<file path="src/rtl/straight_eval_scheduler_if.sv">
// Bundle of request, detector and result signals for straight_eval_scheduler.
//   master : requester/detector/consumer side (drives req, hand, det_*, res_ready)
//   slave  : the scheduler itself (drives ack, det_rank*, res_*, straight_cnt, busy)
// Hand layout: hand[20i+4k+3 : 20i+4k] is rank k of requester i.
interface straight_eval_scheduler_if #(
  parameter int NUM_REQ = 4,
  parameter int ID_W    = 2,
  parameter int CNT_W   = 16
);
  logic [NUM_REQ-1:0]    req;
  logic [NUM_REQ*20-1:0] hand;
  logic [NUM_REQ-1:0]    ack;
  logic [3:0]            det_rank0;
  logic [3:0]            det_rank1;
  logic [3:0]            det_rank2;
  logic [3:0]            det_rank3;
  logic [3:0]            det_rank4;
  logic                  det_straight;
  logic [9:0]            det_kind;
  logic                  res_valid;
  logic                  res_ready;
  logic [ID_W-1:0]       res_id;
  logic                  res_straight;
  logic [3:0]            res_high;
  logic                  res_error;
  logic [CNT_W-1:0]      straight_cnt;
  logic                  busy;

  modport master (
    output req, hand, det_straight, det_kind, res_ready,
    input  ack, det_rank0, det_rank1, det_rank2, det_rank3, det_rank4,
    input  res_valid, res_id, res_straight, res_high, res_error, straight_cnt, busy
  );

  modport slave (
    input  req, hand, det_straight, det_kind, res_ready,
    output ack, det_rank0, det_rank1, det_rank2, det_rank3, det_rank4,
    output res_valid, res_id, res_straight, res_high, res_error, straight_cnt, busy
  );
endinterface

</file>
<file path="src/rtl/straight_eval_scheduler.sv">
// Shares one external combinational straight detector among NUM_REQ requesters.
// A round-robin arbiter picks one pending hand, registers its ranks onto the
// detector inputs, waits DET_LAT cycles, then presents a tagged result through
// a valid/ready port and counts accepted straights (saturating).
// Ports:
//   clk    : rising-edge clock
//   rst_n  : asynchronous active-low reset
//   bus    : slave side of straight_eval_scheduler_if (req/hand/ack,
//            det_rank0..4/det_straight/det_kind, res_*, straight_cnt, busy)
module straight_eval_scheduler #(
  parameter int NUM_REQ = 4,
  parameter int ID_W    = 2,
  parameter int DET_LAT = 1,
  parameter int CNT_W   = 16
) (
  input logic                     clk,
  input logic                     rst_n,
  straight_eval_scheduler_if.slave bus
);

  typedef enum logic [1:0] {
    ST_IDLE = 2'd0,
    ST_EVAL = 2'd1,
    ST_RESP = 2'd2
  } state_t;

  state_t            state_r;
  logic [ID_W-1:0]   ptr_r;
  logic [2:0]        lat_r;
  logic [3:0]        det_rank0_r;
  logic [3:0]        det_rank1_r;
  logic [3:0]        det_rank2_r;
  logic [3:0]        det_rank3_r;
  logic [3:0]        det_rank4_r;
  logic              res_valid_r;
  logic [ID_W-1:0]   res_id_r;
  logic              res_straight_r;
  logic [3:0]        res_high_r;
  logic              res_error_r;
  logic [CNT_W-1:0]  straight_cnt_r;
  logic              busy_r;

  logic [19:0]       hand_arr_s [NUM_REQ];
  logic [ID_W:0]     sum_s;
  logic [ID_W-1:0]   idx_s;
  logic              found_s;
  logic [ID_W-1:0]   grant_id_s;
  logic [19:0]       grant_hand_s;
  logic [ID_W-1:0]   ptr_next_s;
  logic [NUM_REQ-1:0] ack_s;
  logic              rank_bad_s;
  logic              err_s;
  logic              str_s;
  logic [3:0]        high_s;

  // Ranks 0, 14 and 15 do not exist in the A..K encoding.
  function automatic logic rank_illegal(input logic [3:0] r);
    return (r == 4'd0) || (r >= 4'd14);
  endfunction

  // True when at most one straight-kind bit is set.
  function automatic logic kind_onehot0(input logic [9:0] k);
    return (k & (k - 10'd1)) == 10'd0;
  endfunction

  // Kind bit b means the straight tops out at rank b+5 (bit9 -> 14, ace high).
  function automatic logic [3:0] kind_high(input logic [9:0] k);
    logic [3:0] h;
    h = 4'd0;
    for (int b = 0; b < 10; b++) begin
      h = k[b] ? 4'(b + 5) : h;
    end
    return h;
  endfunction

  // Unpack the flat hand bus into one 20-bit hand per requester.
  for (genvar gi = 0; gi < NUM_REQ; gi++) begin : g_hand
    assign hand_arr_s[gi] = bus.hand[20*gi +: 20];
  end

  // Rotating-priority pick: scan from lowest to highest priority so the
  // last hit (closest at-or-after ptr) wins.
  always_comb begin
    found_s      = 1'b0;
    grant_id_s   = '0;
    grant_hand_s = 20'd0;
    sum_s        = '0;
    idx_s        = '0;
    for (int i = NUM_REQ - 1; i >= 0; i--) begin
      sum_s        = {1'b0, ptr_r} + (ID_W+1)'(i);
      idx_s        = (sum_s >= (ID_W+1)'(NUM_REQ)) ? ID_W'(sum_s - (ID_W+1)'(NUM_REQ))
                                                   : sum_s[ID_W-1:0];
      found_s      = found_s | bus.req[idx_s];
      grant_id_s   = bus.req[idx_s] ? idx_s : grant_id_s;
      grant_hand_s = bus.req[idx_s] ? hand_arr_s[idx_s] : grant_hand_s;
    end
  end

  // Pointer moves one past the winner, wrapping at NUM_REQ.
  always_comb begin
    if (grant_id_s == ID_W'(NUM_REQ - 1)) begin
      ptr_next_s = '0;
    end else begin
      ptr_next_s = grant_id_s + ID_W'(1);
    end
  end

  // ack is combinational on req so a request dropped in the grant cycle is
  // never acknowledged; gated by rst_n so every output reads 0 in reset.
  always_comb begin
    if ((state_r == ST_IDLE) && found_s && rst_n) begin
      ack_s = {{(NUM_REQ-1){1'b0}}, 1'b1} << grant_id_s;
    end else begin
      ack_s = '0;
    end
  end

  // Result qualification: reject illegal ranks and an incoherent detector.
  always_comb begin
    rank_bad_s = rank_illegal(det_rank0_r) | rank_illegal(det_rank1_r) |
                 rank_illegal(det_rank2_r) | rank_illegal(det_rank3_r) |
                 rank_illegal(det_rank4_r);
    err_s      = rank_bad_s | (bus.det_straight != (|bus.det_kind)) |
                 ~kind_onehot0(bus.det_kind);
    str_s      = bus.det_straight & ~err_s;
    if (str_s) begin
      high_s = kind_high(bus.det_kind);
    end else begin
      high_s = 4'd0;
    end
  end

  // Scheduler FSM with all outputs registered.
  always_ff @(posedge clk or negedge rst_n) begin
    if (!rst_n) begin
      state_r        <= ST_IDLE;
      ptr_r          <= '0;
      lat_r          <= 3'd0;
      det_rank0_r    <= 4'd0;
      det_rank1_r    <= 4'd0;
      det_rank2_r    <= 4'd0;
      det_rank3_r    <= 4'd0;
      det_rank4_r    <= 4'd0;
      res_valid_r    <= 1'b0;
      res_id_r       <= '0;
      res_straight_r <= 1'b0;
      res_high_r     <= 4'd0;
      res_error_r    <= 1'b0;
      straight_cnt_r <= '0;
      busy_r         <= 1'b0;
    end else begin
      case (state_r)
        ST_IDLE: begin
          if (found_s) begin
            det_rank0_r <= grant_hand_s[3:0];
            det_rank1_r <= grant_hand_s[7:4];
            det_rank2_r <= grant_hand_s[11:8];
            det_rank3_r <= grant_hand_s[15:12];
            det_rank4_r <= grant_hand_s[19:16];
            res_id_r    <= grant_id_s;
            ptr_r       <= ptr_next_s;
            lat_r       <= 3'd0;
            busy_r      <= 1'b1;
            state_r     <= ST_EVAL;
          end else begin
            state_r <= ST_IDLE;
          end
        end
        ST_EVAL: begin
          // Detector outputs are trusted only after DET_LAT cycles of stable ranks.
          if (lat_r == 3'(DET_LAT - 1)) begin
            res_straight_r <= str_s;
            res_high_r     <= high_s;
            res_error_r    <= err_s;
            res_valid_r    <= 1'b1;
            state_r        <= ST_RESP;
          end else begin
            lat_r <= lat_r + 3'd1;
          end
        end
        ST_RESP: begin
          if (bus.res_ready) begin
            res_valid_r <= 1'b0;
            busy_r      <= 1'b0;
            state_r     <= ST_IDLE;
            if (res_straight_r && (straight_cnt_r != {CNT_W{1'b1}})) begin
              straight_cnt_r <= straight_cnt_r + CNT_W'(1);
            end else begin
              straight_cnt_r <= straight_cnt_r;
            end
          end else begin
            state_r <= ST_RESP;
          end
        end
        default: begin
          state_r     <= ST_IDLE;
          res_valid_r <= 1'b0;
          busy_r      <= 1'b0;
        end
      endcase
    end
  end

  assign bus.ack          = ack_s;
  assign bus.det_rank0    = det_rank0_r;
  assign bus.det_rank1    = det_rank1_r;
  assign bus.det_rank2    = det_rank2_r;
  assign bus.det_rank3    = det_rank3_r;
  assign bus.det_rank4    = det_rank4_r;
  assign bus.res_valid    = res_valid_r;
  assign bus.res_id       = res_id_r;
  assign bus.res_straight = res_straight_r;
  assign bus.res_high     = res_high_r;
  assign bus.res_error    = res_error_r;
  assign bus.straight_cnt = straight_cnt_r;
  assign bus.busy         = busy_r;

endmodule
</file>
<file path="src/flat_wrapper.sv">
// flat-port wrapper written by rule: the top's interface ports become plain ports
module straight_eval_scheduler_flat 
#(
  parameter int NUM_REQ = 4,
  parameter int ID_W    = 2,
  parameter int DET_LAT = 1,
  parameter int CNT_W   = 16
)
  (clk, rst_n, bus_req, bus_hand, bus_det_straight, bus_det_kind, bus_res_ready, bus_ack, bus_det_rank0, bus_det_rank1, bus_det_rank2, bus_det_rank3, bus_det_rank4, bus_res_valid, bus_res_id, bus_res_straight, bus_res_high, bus_res_error, bus_straight_cnt, bus_busy);
  straight_eval_scheduler_if #(.NUM_REQ(NUM_REQ), .ID_W(ID_W), .CNT_W(CNT_W)) bus_i ();
  input logic clk;
  input logic rst_n;
  input wire logic [$bits(bus_i.req)-1:0] bus_req;
  input wire logic [$bits(bus_i.hand)-1:0] bus_hand;
  input wire logic [$bits(bus_i.det_straight)-1:0] bus_det_straight;
  input wire logic [$bits(bus_i.det_kind)-1:0] bus_det_kind;
  input wire logic [$bits(bus_i.res_ready)-1:0] bus_res_ready;
  output wire logic [$bits(bus_i.ack)-1:0] bus_ack;
  output wire logic [$bits(bus_i.det_rank0)-1:0] bus_det_rank0;
  output wire logic [$bits(bus_i.det_rank1)-1:0] bus_det_rank1;
  output wire logic [$bits(bus_i.det_rank2)-1:0] bus_det_rank2;
  output wire logic [$bits(bus_i.det_rank3)-1:0] bus_det_rank3;
  output wire logic [$bits(bus_i.det_rank4)-1:0] bus_det_rank4;
  output wire logic [$bits(bus_i.res_valid)-1:0] bus_res_valid;
  output wire logic [$bits(bus_i.res_id)-1:0] bus_res_id;
  output wire logic [$bits(bus_i.res_straight)-1:0] bus_res_straight;
  output wire logic [$bits(bus_i.res_high)-1:0] bus_res_high;
  output wire logic [$bits(bus_i.res_error)-1:0] bus_res_error;
  output wire logic [$bits(bus_i.straight_cnt)-1:0] bus_straight_cnt;
  output wire logic [$bits(bus_i.busy)-1:0] bus_busy;
  assign bus_i.req = bus_req;
  assign bus_i.hand = bus_hand;
  assign bus_i.det_straight = bus_det_straight;
  assign bus_i.det_kind = bus_det_kind;
  assign bus_i.res_ready = bus_res_ready;
  assign bus_ack = bus_i.ack;
  assign bus_det_rank0 = bus_i.det_rank0;
  assign bus_det_rank1 = bus_i.det_rank1;
  assign bus_det_rank2 = bus_i.det_rank2;
  assign bus_det_rank3 = bus_i.det_rank3;
  assign bus_det_rank4 = bus_i.det_rank4;
  assign bus_res_valid = bus_i.res_valid;
  assign bus_res_id = bus_i.res_id;
  assign bus_res_straight = bus_i.res_straight;
  assign bus_res_high = bus_i.res_high;
  assign bus_res_error = bus_i.res_error;
  assign bus_straight_cnt = bus_i.straight_cnt;
  assign bus_busy = bus_i.busy;
  straight_eval_scheduler #(.NUM_REQ(NUM_REQ), .ID_W(ID_W), .DET_LAT(DET_LAT), .CNT_W(CNT_W)) u_core (.clk(clk), .rst_n(rst_n), .bus(bus_i));
endmodule
</file>
<file path="config.mk">
export PLATFORM = sky130hd
export DESIGN_NAME = straight_eval_scheduler_flat
export DESIGN_NICKNAME = d
export VERILOG_FILES = /design/src/rtl/straight_eval_scheduler_if.sv /design/src/rtl/straight_eval_scheduler.sv /design/src/flat_wrapper.sv
export SDC_FILE = /design/constraint.sdc
export NUM_CORES = 1
export LEC_CHECK = 0
export CAP_MARGIN = 20
export CORE_MARGIN = 2
export CORE_UTILIZATION = 50
export CTS_BUF_LIST = sky130_fd_sc_hd__clkbuf_16
export CTS_CLUSTER_SIZE = 16
export DETAILED_ROUTE_END_ITERATION = 10
export GPL_ROUTABILITY_DRIVEN = 0
export GPL_TIMING_DRIVEN = 0
export PLACE_DENSITY = 0.89
export SLEW_MARGIN = 20
export SYNTH_ARGS = -nofsm -noshare
export SYNTH_HDL_FRONTEND = slang
export SYNTH_SLANG_ARGS = --single-unit
</file>
<file path="constraint.sdc">
create_clock -name clk -period 5.7 [get_ports clk]
set_input_delay 0.855 -clock clk [delete_from_list [all_inputs] [get_ports clk]]
set_output_delay 0.855 -clock clk [all_outputs]
set_load 0.01 [all_outputs]
</file>
# Word-level counts from Yosys, hierarchy flattened

Cells that the tools add are included.

Bits in registers: 53
Bits of input ports: 98
Output and inout port bits: 50
Logic and storage cells: 153

$add $sub $neg: 11
Order comparisons: 17
Equality and inequality tests: 9
Shift operators: 1
Mux-type cells: 57
Bitwise logic cells: 19
Reductions and logical operators: 24

Operator list:

| kind                                                                         | number |
|---|---|
| 20-bit 2-to-1 mux                                                            | 12 |
| 20-bit binary-select mux with 2-bit select                                   | 4 |
| 4-bit 2-to-1 mux                                                             | 11 |
| 2-bit 2-to-1 mux                                                             | 11 |
| 3-bit >= comparator, second input constant                                   | 7 |
| 4-bit >= comparator, second input constant                                   | 5 |
| 4-bit zero test                                                              | 5 |
| 16-bit by 1-bit adder with 16-bit output, second input constant              | 1 |
| 16-bit != test, second input constant                                        | 1 |
| 2-bit by 3-bit less-than comparator with 1-bit output, second input constant | 4 |
| 2-bit inverter with 3-bit output                                             | 4 |
| 3-bit AND reduction                                                          | 4 |
| 10-bit bitwise AND                                                           | 1 |
| 10-bit zero test                                                             | 1 |
| 10-bit OR reduction                                                          | 1 |
| 10-bit by 1-bit subtractor with 10-bit output, second input constant         | 1 |
| 3-bit 2-to-1 mux                                                             | 3 |
| 1-bit bitwise OR                                                             | 9 |
| 1-bit binary-select mux with 2-bit select                                    | 4 |
| 1-bit 2-to-1 mux                                                             | 8 |
| 2-bit by 1-bit subtractor with 2-bit output, second input constant           | 4 |
| 2-bit by 2-bit adder with 3-bit output, second input constant                | 2 |
| 1-bit case mux with 3 select lines                                           | 2 |
| 2-bit case mux with 3 select lines                                           | 1 |
| other kinds (19)                                                             | 32 |

# Longest topological paths before layout

Depth after elaboration: 11
Mapped depth: 10
Mapped depth without buffers: 7

# Worst setup path before layout

Ideal clock, no wire load.

Kind: in2out
From: in bus_req[3]
To: out bus_ack[0]
Arrival time: 2.063 ns
Data required time: 4.845 ns
Slack: 2.782 ns
Cell stages on the path: 5
Buffers on the path: 2
Cells stage by stage: buf_2 -> nor4_1 -> nor3_1 -> clkbuf_1 -> and3_1

Word-level cells in the longest chain between the ends: 8
Elaborated cells between the ends (all ways): 19
Classes of those cells: shift: 1; mux: 13; bitwise: 3; reduce/logical: 2

Ends and longest elaborated chain:

| what                                                                             | RTL line                                                       | text |
|---|---|---|
| start, declared                                                                  | flat_wrapper.sv:13                                             | `input wire logic [$bits(bus_i.req)-1:0] bus_req;` |
| 1-bit binary-select mux with 2-bit select                                        | straight_eval_scheduler.sv:93, straight_eval_scheduler.sv:94   |  |
| 1-bit 2-to-1 mux (not written as such)                                           | straight_eval_scheduler.sv:93, straight_eval_scheduler.sv:94   |  |
| 2-bit 2-to-1 mux or 1-bit bitwise OR (tied branches) (3 in series)               | straight_eval_scheduler.sv:94, straight_eval_scheduler.sv:93   |  |
| 2-bit 2-to-1 mux or 1-bit logical AND (tied branches)                            | straight_eval_scheduler.sv:94, straight_eval_scheduler.sv:111  |  |
| 1-bit by 2-bit << shifter with 4-bit output or 1-bit logical AND (tied branches) | straight_eval_scheduler.sv:112, straight_eval_scheduler.sv:111 |  |
| 4-bit 2-to-1 mux *                                                               | straight_eval_scheduler.sv:111                                 | `if ((state_r == ST_IDLE) && found_s && rst_n) begin` |
| end, declared                                                                    | flat_wrapper.sv:18                                             | `output wire logic [$bits(bus_i.ack)-1:0] bus_ack;` |

Every way passes the cells marked *; elsewhere a longest branch is shown, timed or not. The select of a mux whose other input is x is not followed.

# Final worst setup path

From: in bus_req[0]
To: out bus_ack[2]

Same word-level chain as after synthesis.

==> flow_metrics.env <==
export IMPL_cp_arrival_ps=3810
export IMPL_final_cell_count_no_fill=787
export IMPL_wl_met1_um=5740
export IMPL_portBuffers=146
export IMPL_synth_area_mux_share_pct=29.8
export IMPL_top_layer="met4"
export IMPL_hold_buffers=0
export IMPL_yosysTopAreaCell="dfrtp_1"
export IMPL_postSynthCellCount=500
export IMPL_worst_path_max_fanout=10
export IMPL_drcViolationCount=0
export IMPL_syn_mean_instance_area_um2=9.88
export IMPL_status="completed"
export IMPL_setup_ws_ps=1040
export IMPL_die_area_um2=10700
export IMPL_die_width_um=103
export IMPL_synthTopCellsByArea="dfrtp_1 (27%), mux4_2 (22%), mux2_2 (4.3%)"
export IMPL_clock_latency_ps=290
export IMPL_grt_max_degree=58
export IMPL_setup_viol=0
export IMPL_io_pin_count=148
export IMPL_skew_ps=8.49
export IMPL_whs_ps=480
export IMPL_critPathKind="primary input to output pin"
export IMPL_ys_seq_area_share_pct=26.8
export IMPL_dr_pass1_iters=5
export IMPL_required_ps=4850
export IMPL_grt_pass1_wl_um=25500
export IMPL_max_freq_mhz=214
export IMPL_yosysWarningCount=0
export IMPL_initial_utilization_pct=51.0
export IMPL_r2r_cells=6
export IMPL_fin_tns_setup_ps=0
export IMPL_syn_to_final_growth_pct=35.8
export IMPL_synth_net_count=605
export IMPL_ys_flop_type="dfrtp_1"
export IMPL_rsz0062_at_grt="no"
export IMPL_synth_simple_area_share_pct=14.7
export IMPL_synth_top_cell_area_share_pct=26.8
export IMPL_power_density_nw_per_um2=442
export IMPL_synth_seq_cells=53
export IMPL_synth_commonest_cells="dfrtp_1 (53), mux4_2 (48), nand2_1 (47), nor2_1 (38), o21ai_0 (34)"
export IMPL_post_place_cells=779
export IMPL_cts_buffers=5
export IMPL_synth_most_common_cell="dfrtp_1"
export IMPL_min_path_cells=2
export IMPL_netlist_area_um2=4940
export IMPL_synth_top_family_by_area="multiplexers"
export IMPL_relSlewSlack_pct=24.9
export IMPL_vias=5301
export IMPL_n_antenna_cell=0
export IMPL_period_share_pct=81.8
export IMPL_grt_total_usage_pct=30.5
export IMPL_rows=36
export IMPL_post_route_util_pct=69.3
export IMPL_synth_compound_area_share_pct=18.8
export IMPL_drive_gt1_share_pct=15.6
export IMPL_die_y_um=103
export IMPL_finalCriticalPeriod_ps=4660
export IMPL_maxCapViolCount=0
export IMPL_place_ws_ps=1130
export IMPL_synth_xor_area_share_pct=2.84
export IMPL_maxSlewViolCount=0
export IMPL_cts_tree="built"
export IMPL_dp_hpwl_um=12100
export IMPL_peakVddDrop_uv=229
export IMPL_critPathLaunchType="primary input"
export IMPL_synth_edf_count=0
export IMPL_wl_um=16000
export IMPL_critPathCaptureType="output pin"
export IMPL_root_buffer="clkbuf_16"
export IMPL_hold_viol_final=0
export IMPL_synthAdderAreaFrac_pct=1.77
export IMPL_antenna_left=0
export IMPL_ys_types=49
export IMPL_ctsResizeCount=0
export IMPL_viasPerCell=6.74
export IMPL_post_cts_buffers=0
export IMPL_h_tree_depth=2
export IMPL_async_flop_share_pct=100
export IMPL_core_area_um2=9680
export IMPL_grt_pass1_vias=5354
export IMPL_gr_total_overflow=0
export IMPL_worst_slew_pin_slew_ps=1120
export IMPL_path_clk_slew_ps=70
export IMPL_fin_nets=758
export IMPL_cts_num_sinks=53
export IMPL_routed_wl_met2_um=8070
export IMPL_post_drt_wl_per_cell_um=20.4
export IMPL_cts_buffer_depth=2
export IMPL_p_leak_nw=2.56
export IMPL_drtIter0Drc=502
export IMPL_antenna_found_initial=0
export IMPL_hold_class="flip-flop to flip-flop"
export IMPL_met3_length_um=1720
[sequential cells by signal, summed over array words and instances, names as in the netlist]
signal and count:
u_core.bus.res_high 4, u_core.bus.res_straight 1, u_core.bus.det_rank3 4, u_core.bus.det_rank0 4, u_core.bus.straight_cnt 16, u_core.bus.res_error 1
u_core.lat_r 3, u_core.bus.det_rank1 4, u_core.ptr_r 2, u_core.bus.res_id 2, u_core.bus.det_rank2 4, u_core.bus.res_valid 1
u_core.state_r 2, u_core.bus.busy 1, u_core.bus.det_rank4 4
[placed cells by master, fill, tap and decap left out, types with 8 or more instances in the layout]
cell             instances
a211o_1                 18
a21oi_1                 11
a22oi_1                 20
a31oi_1                 25
buf_2                   12
buf_4                    8
clkbuf_1                16
clkdlybuf4s50_1        145
dfrtp_1                 53
inv_1                   13
mux2_2                  19
mux2i_1                 18
mux4_2                  48
nand2_1                 47
nand4_1                  8
nor2_1                  38
nor4_1                   8
o21ai_0                 34
o22ai_1                 21
xnor2_1                  9
[final timing paths]
path                                         from                           to  slack (ps)
max reg2reg                     u_core.state_r[0]      u_core.bus.det_rank2[2]        3030
min in group asynchronous                   rst_n       u_core.bus.res_high[0]         610
max                                    bus_req[0]                   bus_ack[2]        1040
min reg2reg                u_core.bus.res_high[2]       u_core.bus.res_high[2]         480
max in group asynchronous                   rst_n  u_core.bus.straight_cnt[11]        4630
min                        u_core.bus.res_high[2]       u_core.bus.res_high[2]         480
[logic make-up (layout without fill, tap and decap cells)]
group | count (synthesis) | in the layout
xor+xnor | 16 | 16
flops | 53 | 53
simple gates | 145 | 145
buf+inv | 52 | 206
compound gates | 142 | 142
fa+ha+maj | 7 | 7
mux | 85 | 85
[power breakdown]
part | internal (W) | total (W) | switching (W) | leakage (nW)
sequential | 0.000490 | 0.000615 | 0.000125 | 0.658
clock | 0.000164 | 0.000312 | 0.000148 | 0.0702
combinational | 0.000965 | 0.00204 | 0.00107 | 1.83
[routing by layer]
layer | vias up | global-route usage [%]
met3 | 77 | 5.24
met1 | 2549 | 37.9
li1 | 2280 | -
met4 | 0 | 13.5
met2 | 395 | 52.4
met5 | - | 0
[final cells by class]
type	count	area, µm²
repair buffers	146	1460
flip-flops and latches	53	1330
well taps	133	166
multi-input cells	395	3360
clock inverters	3	21.3
plain buffers	39	210
fillers	734	2970
inverters	13	48.8
clock buffers	5	125
[worst max-delay path: stages]
cell and delay (ps):
clkdlybuf4s50_1 650, nor4_1 180, nor3_1 880, clkbuf_1 460, and3_1 240, clkdlybuf4s50_1 540
[metrics by stage]
step,power [W],cell area (µm²)
floorplan,0.00194,4940
global placement,0.00252,6570
detailed placement,0.00260,6570
CTS,0.00291,6710
global route,0.00312,6710
finish,0.00296,6710
Note: power is estimated with default switching activity, not from simulation.
==> variant, RTL diff (config.mk and constraints unchanged) <==
Re-encode `state_t` (3 states) as one-hot, 3 bits wide.
--- a/src/rtl/straight_eval_scheduler.sv
+++ b/src/rtl/straight_eval_scheduler.sv
@@ -18,10 +18,10 @@
   straight_eval_scheduler_if.slave bus
 );
 
-  typedef enum logic [1:0] {
-    ST_IDLE = 2'd0,
-    ST_EVAL = 2'd1,
-    ST_RESP = 2'd2
+  typedef enum logic [2:0] {
+    ST_IDLE = 3'b001,
+    ST_EVAL = 3'b010,
+    ST_RESP = 3'b100
   } state_t;
 
   state_t            state_r;
Function: same outputs for any inputs over 4 cycles, from zero or initial values and one cycle with rst_n low; so few cycles prove little.
==> variant against the unedited design <==
- sequential cell count grew 1
- clock power grew 17%
- critical path depth grew 1
- worst setup slack gained 150 ps
- routed wire length grew 15%
- critical endpoint unchanged
- count of clock-buffer cells in the layout is the same
- power grew 5.5%
- highest routed layer unchanged
- via count grew 13%
- synthesized area grew 7.6%
- cell count grew 7.4%
- final area grew 5.6%
==> variant: results (changes against the unedited design) <==
stage;metric;value;unit;change
synthesis;synthMuxAreaShare;27.35;%;-2.5 points
grt;met1_usage;40.24;%;+2.4 points
synthesis;ys_seq_area_share;25.42;%;-1.4 points
grt;use_met3;5.289;%;+0.047 points
synthesis;syn_nets;663;;+9.6%
setup_path;critical_path_arrival;3660;ps;-150 ps
placed_design;pre_cts_slack;1285;ps;+155.2 ps
placed_design;post_dp_cell_area;6919;um^2;+5.4%
synthesis;synth-async-reset-ratio;100.0;%;unchanged
synthesis;synth_compound_area_share;20.51;%;+1.7 points
synthesis;synth_cell_type_count;61;;+24%
power_and_ir_drop;power_leakage;2.644;nW;+3.5%
synthesis;yosysMostFrequentCell;nand2_1;;
power_and_ir_drop;ir_drop;0.0002539;V;+11%
drt;first_pass_iters;7;;+2
sta;tightest_slew;878.7;ps;-239.2 ps
grt;grt_use_total;32.18;%;+1.6 points
drt;wl_met1;6449;um;+12%
layout;drive_above_1_share;13.96;%;-1.6 points
layout;multi_input_area;3705;um^2;+10%
run_status;status;complete, no violations;;
sta;finalCritPeriodShare;79.15;%;-2.7 points
setup_path;reg2reg_slack;3140;ps;+110 ps
drt;drt-wirelength-per-cell;21.85;um;+7.2%
grt;grt_pass1_vias;5842;;+9.1%
placed_design;port_buffers;143;;-2.1%
drt;via_per_inst;7.111;;+5.6%
grt;grt_pass1_wl;29060;um;+14%
grt;use_met2;54.16;%;+1.8 points
sta;hold_slack;487.0;ps;+6.985 ps
sta;fin_worst_skew;5.722;ps;-2.770 ps
grt;grt_max_degree;59;;+1.7%
drt;wl_met2;8846;um;+9.6%
layout;final_nets;813;;+7.3%
placed_design;place_inst;837;;+7.4%
drt;drt_iter0_markers;816;;+63%
synthesis;synth.area.top_cells;dfrtp_1, mux4_2, nand2_1, o21ai_0, mux2i_1;;
drt;dr_wl_met3;2362;um;+38%
synthesis;ys_top_cells_by_count;nand2_1, mux4_2, dfrtp_1;;
[variant: cell types whose count changed after synthesis, moves of 8 or more]
cell	unedited run	this run
o221ai_1	0	8
a211o_1	18	0
nor2_1	38	27
buf_2	12	21
a22oi_1	20	7
a32oi_1	0	8
or3_1	5	18
mux4_2	48	56
nand2_1	47	60
mux2_2	19	3
[variant: worst max-delay path: stages]
cell and delay [ps]:
clkdlybuf4s50_1 540, nor4_1 780, nor3_1 140, clkbuf_1 290, clkbuf_1 310, and3_1 270, clkdlybuf4s50_1 470
[variant: cell type report]
| cell class | instances | area share [%] |
|---|---|---|
| timing repair buffer | 143 | 20.15 |
| inverter | 15 | 0.7939 |
| buffer | 44 | 2.911 |
| clock buffer | 5 | 1.764 |
| sequential | 54 | 19.07 |
| multi-input combinational | 445 | 52.24 |
| clock inverter | 3 | 0.6704 |
| tap | 136 | 2.399 |
[variant: report_power, final]
group | switching [mW] | total, mW | internal (mW) | leakage [nW]
registers | 0.142 | 0.637 | 0.495 | 0.682
clock network | 0.156 | 0.366 | 0.210 | 0.0844
logic | 1.14 | 2.12 | 0.981 | 1.88
[variant: worst paths after layout]
check | end | cells past startpoint | start
max in group asynchronous | u_core.bus.res_valid$_DFFE_PN0P_ | 1 | rst_n
min reg2reg | u_core.bus.res_id[0]$_DFFE_PN0P_ | 2 | u_core.bus.res_id[0]$_DFFE_PN0P_
min | u_core.bus.res_id[0]$_DFFE_PN0P_ | 2 | u_core.bus.res_id[0]$_DFFE_PN0P_
max | bus_ack[2] | 7 | bus_req[3]
min in group asynchronous | u_core.bus.res_high[1]$_DFFE_PN0P_ | 1 | rst_n
max reg2reg | u_core.bus.det_rank0[1]$_DFFE_PN0P_ | 9 | u_core.ptr_r[1]$_DFFE_PN0P_
